## config.mk

```make
export PLATFORM = sky130hd
export DESIGN_NAME = core_sequencer
export DESIGN_NICKNAME = d
export VERILOG_FILES = /design/src/rtl/core_pkg.sv /design/src/rtl/core_sequencer.sv
export SDC_FILE = /design/constraint.sdc
export NUM_CORES = 1
export LEC_CHECK = 0
export CAP_MARGIN = 20
export CORE_AREA = 2 2 108 110
export DETAILED_ROUTE_END_ITERATION = 8
export DIE_AREA = 0 0 110 112
export MAX_ROUTING_LAYER = met4
export PLACE_DENSITY = 0.75
export SLEW_MARGIN = 10
export SYNTH_ARGS = -nofsm -noshare
export SYNTH_HDL_FRONTEND = slang
export SYNTH_SLANG_ARGS = --single-unit
```

## constraint.sdc

```tcl
create_clock -name clk -period 2.71 [get_ports clk]
set_input_delay 0.271 -clock clk [delete_from_list [all_inputs] [get_ports clk]]
set_output_delay 0.271 -clock clk [all_outputs]
set_load 0.01 [all_outputs]
```

## src/rtl/core_pkg.sv

```systemverilog
// Shared types and constants for the multi-cycle RV32 core sequencer.
// Holds the sequencer state encoding, writeback source select and address select values.
package core_pkg;

    typedef enum logic [2:0] {
        FETCH     = 3'd0,
        DECODE    = 3'd1,
        EXECUTE   = 3'd2,
        MEM       = 3'd3,
        WRITEBACK = 3'd4,
        TRAP      = 3'd5
    } seq_state_t;

    typedef enum logic [1:0] {
        WB_ALU = 2'd0,
        WB_MEM = 2'd1,
        WB_PC4 = 2'd2
    } wb_sel_t;

    localparam logic ADDR_SEL_PC  = 1'b0;
    localparam logic ADDR_SEL_ALU = 1'b1;

endpackage

```

## src/rtl/core_sequencer.sv

```systemverilog
// Multi-cycle sequencer: owns PC and retire counter, steps FETCH..WRITEBACK and
// turns decoder enables into one-cycle strobes for register file, ALU and memory port.
module core_sequencer
    import core_pkg::*;
#(
    parameter logic [31:0] RESET_PC = 32'h0000_0000
) (
    input  logic        clk,
    input  logic        rst_n,
    input  logic        dec_mem_read,
    input  logic        dec_mem_write,
    input  logic        dec_reg_write,
    input  logic        dec_jump,
    input  logic        ir_zero,
    input  logic [31:0] jump_target,
    input  logic        mem_ready,
    output logic [31:0] pc,
    output logic        ir_we,
    output logic        mem_req,
    output logic        mem_we,
    output logic        mem_addr_sel,
    output logic        alu_en,
    output logic        rf_we,
    output logic [1:0]  wb_sel,
    output logic        trap,
    output logic [31:0] instret
);

    seq_state_t  state_r;
    seq_state_t  state_next_s;
    logic [31:0] pc_r;
    logic [31:0] target_r;
    logic [31:0] instret_r;
    wb_sel_t     wb_sel_s;

    // Sequencer state register.
    always_ff @(posedge clk or negedge rst_n) begin
        if (!rst_n) begin
            state_r <= FETCH;
        end else begin
            state_r <= state_next_s;
        end
    end

    // PC, captured jump target and retire counter; PC/instret move only when leaving WRITEBACK.
    always_ff @(posedge clk or negedge rst_n) begin
        if (!rst_n) begin
            pc_r      <= RESET_PC;
            target_r  <= 32'h0000_0000;
            instret_r <= 32'h0000_0000;
        end else begin
            case (state_r)
                EXECUTE: begin
                    if (dec_jump) begin
                        target_r <= jump_target;
                    end
                end
                WRITEBACK: begin
                    pc_r      <= dec_jump ? target_r : (pc_r + 32'd4);
                    instret_r <= instret_r + 32'd1;
                end
                default: begin
                    target_r <= target_r;
                end
            endcase
        end
    end

    // Next-state and strobe decode; while reset is held every strobe is forced low.
    always_comb begin
        state_next_s = state_r;
        ir_we        = 1'b0;
        mem_req      = 1'b0;
        mem_we       = 1'b0;
        mem_addr_sel = ADDR_SEL_PC;
        alu_en       = 1'b0;
        rf_we        = 1'b0;
        wb_sel_s     = WB_ALU;
        trap         = 1'b0;
        if (!rst_n) begin
            state_next_s = FETCH;
        end else begin
            case (state_r)
                FETCH: begin
                    mem_req      = 1'b1;
                    mem_addr_sel = ADDR_SEL_PC;
                    if (mem_ready) begin
                        ir_we        = 1'b1;
                        state_next_s = DECODE;
                    end else begin
                        state_next_s = FETCH;
                    end
                end
                DECODE: begin
                    if (ir_zero) begin
                        state_next_s = WRITEBACK;
                    end else if (dec_mem_read && dec_mem_write) begin
                        state_next_s = TRAP;
                    end else begin
                        state_next_s = EXECUTE;
                    end
                end
                EXECUTE: begin
                    alu_en = 1'b1;
                    if (dec_jump && (jump_target[1:0] != 2'b00)) begin
                        state_next_s = TRAP;
                    end else if (dec_mem_read || dec_mem_write) begin
                        state_next_s = MEM;
                    end else begin
                        state_next_s = WRITEBACK;
                    end
                end
                MEM: begin
                    mem_req      = 1'b1;
                    mem_addr_sel = ADDR_SEL_ALU;
                    mem_we       = dec_mem_write;
                    if (mem_ready) begin
                        state_next_s = WRITEBACK;
                    end else begin
                        state_next_s = MEM;
                    end
                end
                WRITEBACK: begin
                    rf_we = dec_reg_write && !ir_zero;
                    if (dec_jump) begin
                        wb_sel_s = WB_PC4;
                    end else if (dec_mem_read) begin
                        wb_sel_s = WB_MEM;
                    end else begin
                        wb_sel_s = WB_ALU;
                    end
                    state_next_s = FETCH;
                end
                TRAP: begin
                    trap         = 1'b1;
                    state_next_s = TRAP;
                end
                default: begin
                    state_next_s = TRAP;
                end
            endcase
        end
    end

    assign pc      = pc_r;
    assign instret = instret_r;
    assign wb_sel  = wb_sel_s;

endmodule

```

==> results of run 1 <==
==> cell families after synthesis <==
logic type	share of synthesized area, %
simple gates	22.46
flops	50.03
compound gates	9.550
mux	9.929
xor+xnor	5.483
buf+inv	2.046
fa+ha+maj	0.5052
==> cells in the mapped netlist (all sizes together) (3+ instances only) <==
cell type | number | area [µm²]
nor2b | 4 | 25.02
nor4 | 6 | 65.06
a211oi | 3 | 22.52
and4 | 7 | 61.31
inv | 5 | 18.77
clkbuf | 14 | 52.55
mux2i | 12 | 120.1
nor2 | 33 | 126.4
and3 | 21 | 131.4
and2 | 4 | 25.02
xnor2 | 21 | 183.9
nand4 | 15 | 115.1
buf | 6 | 26.27
or2 | 3 | 18.77
mux2 | 33 | 371.6
o22ai | 9 | 56.30
nor3 | 20 | 110.1
o21ai | 17 | 85.08
a21oi | 15 | 75.07
nand2 | 54 | 202.7
dfrtp | 99 | 2477
xor2 | 10 | 87.58
a221o | 4 | 40.04
nand3 | 26 | 130.1
a22oi | 11 | 82.58
==> worst paths after layout <==
| path | from | end | slack, ns | cells after the start |
|---|---|---|---|---|
| max | rst_n | ir_we | 0.14 | 5 |
| min reg2reg | target_r[0] | pc[0] | 0.47 | 2 |
| max reg2reg | state_r[1] | instret[31] | 0.42 | 5 |
| min | rst_n | target_r[27] | 0.37 | 2 |
| max in group asynchronous | rst_n | target_r[3] | 1.41 | 3 |
| min in group clk | target_r[0] | pc[0] | 0.47 | 2 |
==> routing by layer <==
| layer | GRT usage (%) | vias up | wire length, µm |
|---|---|---|---|
| met4 | 7.595 | 0 | 249 |
| met1 | 28.34 | 2127 | 5546 |
| li1 | - | 1987 | - |
| met2 | 35.01 | 157 | 6384 |
| met5 | - | - | 0 |
| met3 | 3.337 | 20 | 633 |
==> metrics by stage <==
stage / instance area (µm²) / instances / setup WS [ns] / hold slack, ns / utilization [%]
final: 6586 / 745 / 0.1361 / 0.3707 / 58.94
after global routing: 6586 / 745 / 0.03387 / 0.3994 / 58.94
after CTS: 6586 / 745 / 0.1171 / 0.3775 / 58.94
after detailed placement: 6271 / 728 / 0.4197 / 0.1903 / 56.12
after global placement: 6271 / 728 / 0.4605 / 0.1894 / 56.12
after floorplan: 4952 / 481 / 0.7064 / -0.02459 / -
==> worst max-delay path, cell delays in order <==
cell	delay, ns
dlygate4sd3_1	0.53
buf_4	0.31
nand2b_1	0.19
nor4b_1	0.39
clkdlybuf4s50_1	0.61
==> cell usage in the layout, fill, tap and decap left out, types with 4 or more instances in the layout <==
cell type          n
xor2_1            10
xnor2_1           21
dfrtp_1           99
inv_1              5
mux2_2            32
nor3_1            17
and2_1             4
clkbuf_16          9
nand4_1           13
o22ai_1            9
clkdlybuf4s50_1  111
buf_4             13
o21ai_0           16
a21oi_1           15
nand2_1           54
a221o_1            4
mux2i_1           12
nand3_1           26
a22oi_1           11
and3_1            21
nor2b_1            4
nor2_1            32
and4_1             7
==> repair_timing <==
item,4_1_cts,5_1_grt
endpoints found under the hold margin,19,0
hold buffers,1,0
resized for setup,0,0
endpoints found under the setup margin,0,0
==> registers in the layout (all words and copies together) (netlist names) <==
register and cells:
instret 32, target_r 32, pc 32, state_r 3
==> power by group through the flow <==
| stage | clock (mW) | sequential (mW) | combinational, mW |
|---|---|---|---|
| after floorplan | 0 | 2.01 | 0.455 |
| after global placement | 0 | 2.05 | 0.836 |
| after detailed placement | 0 | 2.06 | 0.871 |
| after CTS | 1.33 | 2.03 | 0.875 |
| after global routing | 1.40 | 2.08 | 0.952 |
| final | 1.32 | 2.04 | 0.866 |
==> layout make-up <==
type / count / area (µm²)
fillers: 983 / 4588
flip-flops and latches: 99 / 2477
multi-input cells: 356 / 2384
repair buffers: 125 / 1219
clock buffers: 12 / 256.5
well taps: 143 / 178.9
clock inverters: 4 / 48.80
inverters: 6 / 22.52
==> results.md, run 1 <==
- Global-route wire length before repair: 20,710 µm
- Synth Flop Type: dfrtp_1
- Synthesized flop and latch total: between 90 and 100
- Core area: between 10,000 and 15,000 µm²
- Slew Viols, Final: 0
- Post-synth EDFFs: 0
- Seq pwr share: 48.3%
- Clock sink count: 99
- Final setup vio count: 0
- CP arrival: between 2 and 2.5 ns
- Final net count: 639
- Sw Pwr: about 1.2 mW
- Tightest Pin Transition: 0.6186 ns
- Comb pwr share: about a fifth
- Pin count of the biggest net entering global routing: 50
- CP Launch Type: primary input
- Sequential fraction of the synthesis area: 50.03%
- Total Wirelength: 12,810 µm
- Layout cell share with drive strength beyond 1: around an eighth
- Vias in the first global route: 4,208
- Warnings, synthesis: 0
- Die Y: about 110 µm
- DPL Wire Length: 9108 µm
- Minimum clock period: between 2 and 3 ns
- Total power: roughly 4.2 mW
- Fmax: 388.5 MHz
- Maxcap violations: 0
- Clock transition at the registers of the reported paths: 0.07 ns
- Total track usage: 21.96%
- Clock network power share: between 30% and 40%
- Final hold vios: 0
- DRT antenna net count: 0
- Power density over cell area: 640.9 nW/µm²
- Clock latency on the worst-skew pair: between 0.3 and 0.4 ns
- Critical Path Fanout Max: 26
- # rows: 39
- Gpl congestion: 0.8507
- Clock skew: between 0.007 and 0.008 ns
- Outcome: completed
- CTS tree: done
- HP Class: in -> async
- 1st-iter DRT viols: between 300 and 400
- Clk root buf: clkbuf_16
- Post-CTS setup buffer count: 0
- Switching Share: between 20% and 30%
- I/O Buffers: 112
- Chip width: 110 µm
- Post-synthesis instance area: ~5000 µm²
- # DRC: 0
- CP required: 2.44 ns
- Worst setup EP type: output pin
- P_int: a little over 3 mW
- Post-Syn Area per Cell: 10.30 µm²
- Max clock buf depth: 2
- Antenna violations before repair: 0
- Syn_nets: 523
- Worst vdd ir: ~330 µV
- WS Path Type: in -> out
- Total grt overflow: 0
- Asr flop ratio synth: 100.0%
- Period utilisation layout: 94.98%
- Vias: 4,291
- Pre-Repair DR Iteration Count: 4
- Setup TNS: 0 ns
- Area grow syn2layout: 33.00%
- Vias per inst: 5.760
- CTS H-Tree Depth: 3
- Die footprint: 12,320 µm²
- Initial Util: 44.32%
- Leakage: 2.771 nW
- # diodes: 0
- Top Ports: 113
- Worst slew margin: 58.76%
- Unrepaired setup endpoints after global routing: no
- Unique masters post-synth: 58
- Mapped Cells: 481
- Post-detailed-route wirelength per cell: roughly 17 µm
- CTS Buf Count: 9
(Power assumes the default switching activity.)
==> run 2: changes to the inputs <==
Settings changed: CAP_MARGIN 20 to unset.
==> results of run 2 <==
No change in the layout: final DEF, timing and power equal those of run 1.
==> run 3: changes to the inputs <==
Settings changed: CTS_CLUSTER_DIAMETER set to 40, DONT_BUFFER_PORTS set to 1, PLACE_DENSITY 0.75 to 0.62.
==> run 3 against run 2 <==
- via count decreased by 14%
- clock power up 8%
- clock skew rose by 0.0022 ns
- first-iteration DRC count decreased by 31%
- core utilization is 9.6 points lower
- non-clock buffer count fell by 113
- sequential power rose by 2%
- sequential share of layout area is 7.3 points higher
- register-to-register slack better by 0.04 ns
- wire length shrank 6.6%
- critical path type is now reg -> out
- critical endpoint is now wb_sel[0]
- largest power group unchanged
==> results.md, run 3 (synthesized netlist as in run 1, its figures left out) <==
- Worst vdd ir: 399.5 µV (+23%)
- Routing usage on met3: 5.972% (+2.6 points)
- Area grow syn2layout: 11.29%
- Clk root buf: clkbuf_16
- Initial Util: 44.32% (unchanged)
- Top Ports: 113 (unchanged)
- Clock transition at the registers of the reported paths: 0.06 ns (about the same)
- Worst-path cell with the longest stage delay: or3b_1
- Tightest Pin Transition: 0.5523 ns (-0.06630 ns)
- Worst slew margin: 62.66% (+3.9 points)
- 1st-iter DRT viols: 255 (-31%)
- Leakage: 2.359 nW (-15%)
- Most common cell after layout, fill and taps aside: dfrtp_1
- Max clock buf depth: 2 (unchanged)
- Top delay family on crit path: simple AND/OR/NAND/NOR gates
- Routing usage on met2: 31.57% (-3.4 points)
- CP arrival: 1.99 ns (-0.31 ns)
- GRT met1 Usage: 26.61% (-1.7 points)
- CP Cell Sequence: or3b_1 > nor2_1 > and3_1
- Pin count of the biggest net entering global routing: 100 (+100%)
- Final setup vio count: 0 (unchanged)
- Antenna violations before repair: 0 (unchanged)
- Vias per inst: 5.861 (+1.8%)
- CTS Buf Count: 9 (unchanged)
- Gpl congestion: 0.8393 (-1.3%)
- CP required: 2.44 ns (about the same)
- Clock latency on the worst-skew pair: 0.34 ns (about the same)
- CTS tree: done
- Critical Path Fanout Max: 11 (-58%)
- Die footprint: 12,320 µm² (unchanged)
- Hold slack: 0.03780 ns (-0.3329 ns)
- # rows: 39 (unchanged)
- Clock sink count: 99 (unchanged)
- CTS H-Tree Depth: 3 (unchanged)
- CP Buf/Inv Count: 0 (-3)
- Clock skew: 0.01007 ns (+0.002207 ns)
- Power density over cell area: 742.1 nW/µm² (+16%)
- Core area: 11,170 µm² (unchanged)
- Total track usage: 21.00% (-0.96 points)
- Outcome: completed
- Vias: 3,704 (-14%)
- Worst setup EP type: output pin
- Total grt overflow: 0 (unchanged)
- Minimum clock period: 2.262 ns (-0.3118 ns)
- Fill count: 1,034 (+5.2%)
- Total power: 4.090 mW (-3.1%)
- Total Wirelength: 11,970 µm (-6.6%)
- Post-detailed-route wirelength per cell: 18.94 µm (+10%)
- Post-CTS setup buffer count: 0 (unchanged)
- HP Class: in -> reg
- Unrepaired setup endpoints after global routing: no
- Pre-Repair DR Iteration Count: 4 (unchanged)
- Chip width: 110 µm (unchanged)
- Die Y: 112 µm (unchanged)
- Fmax: 442.1 MHz (+14%)
- Vias in the first global route: 3,757 (-11%)
- Global-route wire length before repair: 19,580 µm (-5.4%)
- Period utilisation layout: 83.47% (-12 points)
- I/O Buffers: 0 (-100%)
- Final hold vios: 0 (unchanged)
- # DRC: 0 (unchanged)
- CP Launch Type: flip-flop
- # diodes: 0 (unchanged)
- Final net count: 526 (-18%)
- WS Path Type: reg -> out
- Setup TNS: 0 ns (unchanged)
- Maxcap violations: 0 (unchanged)
- Most crowded layer after global routing: met2
- DRT antenna net count: 0 (unchanged)
- Commonest non-fill, non-tap cells in the layout: 99 x dfrtp_1, 54 x nand2_1, 32 x nor2_1, 32 x mux2_2, 26 x nand3_1
- Critical Path Max Stage Delay: 0.58 ns (-0.03 ns)
- DPL Wire Length: 8255 µm (-9.4%)
- Slew Viols, Final: 0 (unchanged)
- Layout cell share with drive strength beyond 1: 15.13% (+2.7 points)
-- run 3: cell types whose count changed in the layout (fill, tap and decap cells not counted), sizes merged --
cell / before / now
clkbuf: 12 / 11
buf: 13 / 11
clkdlybuf4s50: 111 / 0
clkinvlp: 0 / 2
bufinv: 1 / 2
inv: 5 / 6
clkinv: 4 / 1
-- run 3: what timing repair did --
action                     CTS  global route
setup endpoints to repair    0             0
gates resized for setup      0             0
hold buffers                 2             0
hold endpoints to repair    99             0
-- run 3: worst reg2reg max path: cells and delay by family, from the launching register on --
family | cells | cell delay (ns)
simple gates | 4 | 1.36
mux | 1 | 0.24
flops | 1 | 0.52
-- run 3: area by class of cell --
class | count | area, µm² | area share [%]
clock buffers | 11 | 252.7 | 4.586
clock inverters | 5 | 83.83 | 1.521
inverters | 6 | 22.52 | 0.4086
multi-input cells | 356 | 2384 | 43.25
flip-flops and latches | 99 | 2477 | 44.95
well taps | 143 | 178.9 | 3.246
repair buffers | 12 | 112.6 | 2.043
-- run 3: metrics by stage --
| stage | setup WS [ns] | instance area, µm² | cells | util [%] |
|---|---|---|---|---|
| floorplan | 0.7064 | 4952 | 481 | - |
| global placement | 0.5483 | 5137 | 614 | 45.97 |
| detailed placement | 0.4849 | 5137 | 614 | 45.97 |
| CTS | 0.4200 | 5512 | 632 | 49.32 |
| global route | 0.2525 | 5512 | 632 | 49.32 |
| finish | 0.4479 | 5512 | 632 | 49.32 |
-- run 3: final timing paths --
kind	slack [ns]	depth (start not counted)	end	startpoint
setup / recovery	0.45	3	wb_sel[0]	state_r[1]
setup reg to reg	0.46	5	pc[26]	pc[5]
min in group asynchronous	0.52	2	instret[9]	rst_n
hold reg to reg	0.47	2	pc[0]	target_r[0]
max in group asynchronous	1.79	2	target_r[23]	rst_n
hold / removal	0.04	1	pc[16]	dec_jump
-- run 3: routing by layer --
| layer | share of wire, % | vias up |
|---|---|---|
| met5 | 0 | - |
| met4 | 2.0 | 0 |
| met3 | 7.9 | 16 |
| met2 | 47 | 112 |
| met1 | 43 | 1807 |
| li1 | - | 1769 |
-- run 3: where the power goes --
| group | total (mW) | switching, mW | internal [mW] | leakage [nW] |
|---|---|---|---|---|
| Combinational | 0.584 | 0.280 | 0.304 | 0.972 |
| Clock | 1.43 | 0.567 | 0.863 | 0.158 |
| Sequential | 2.08 | 0.315 | 1.76 | 1.23 |
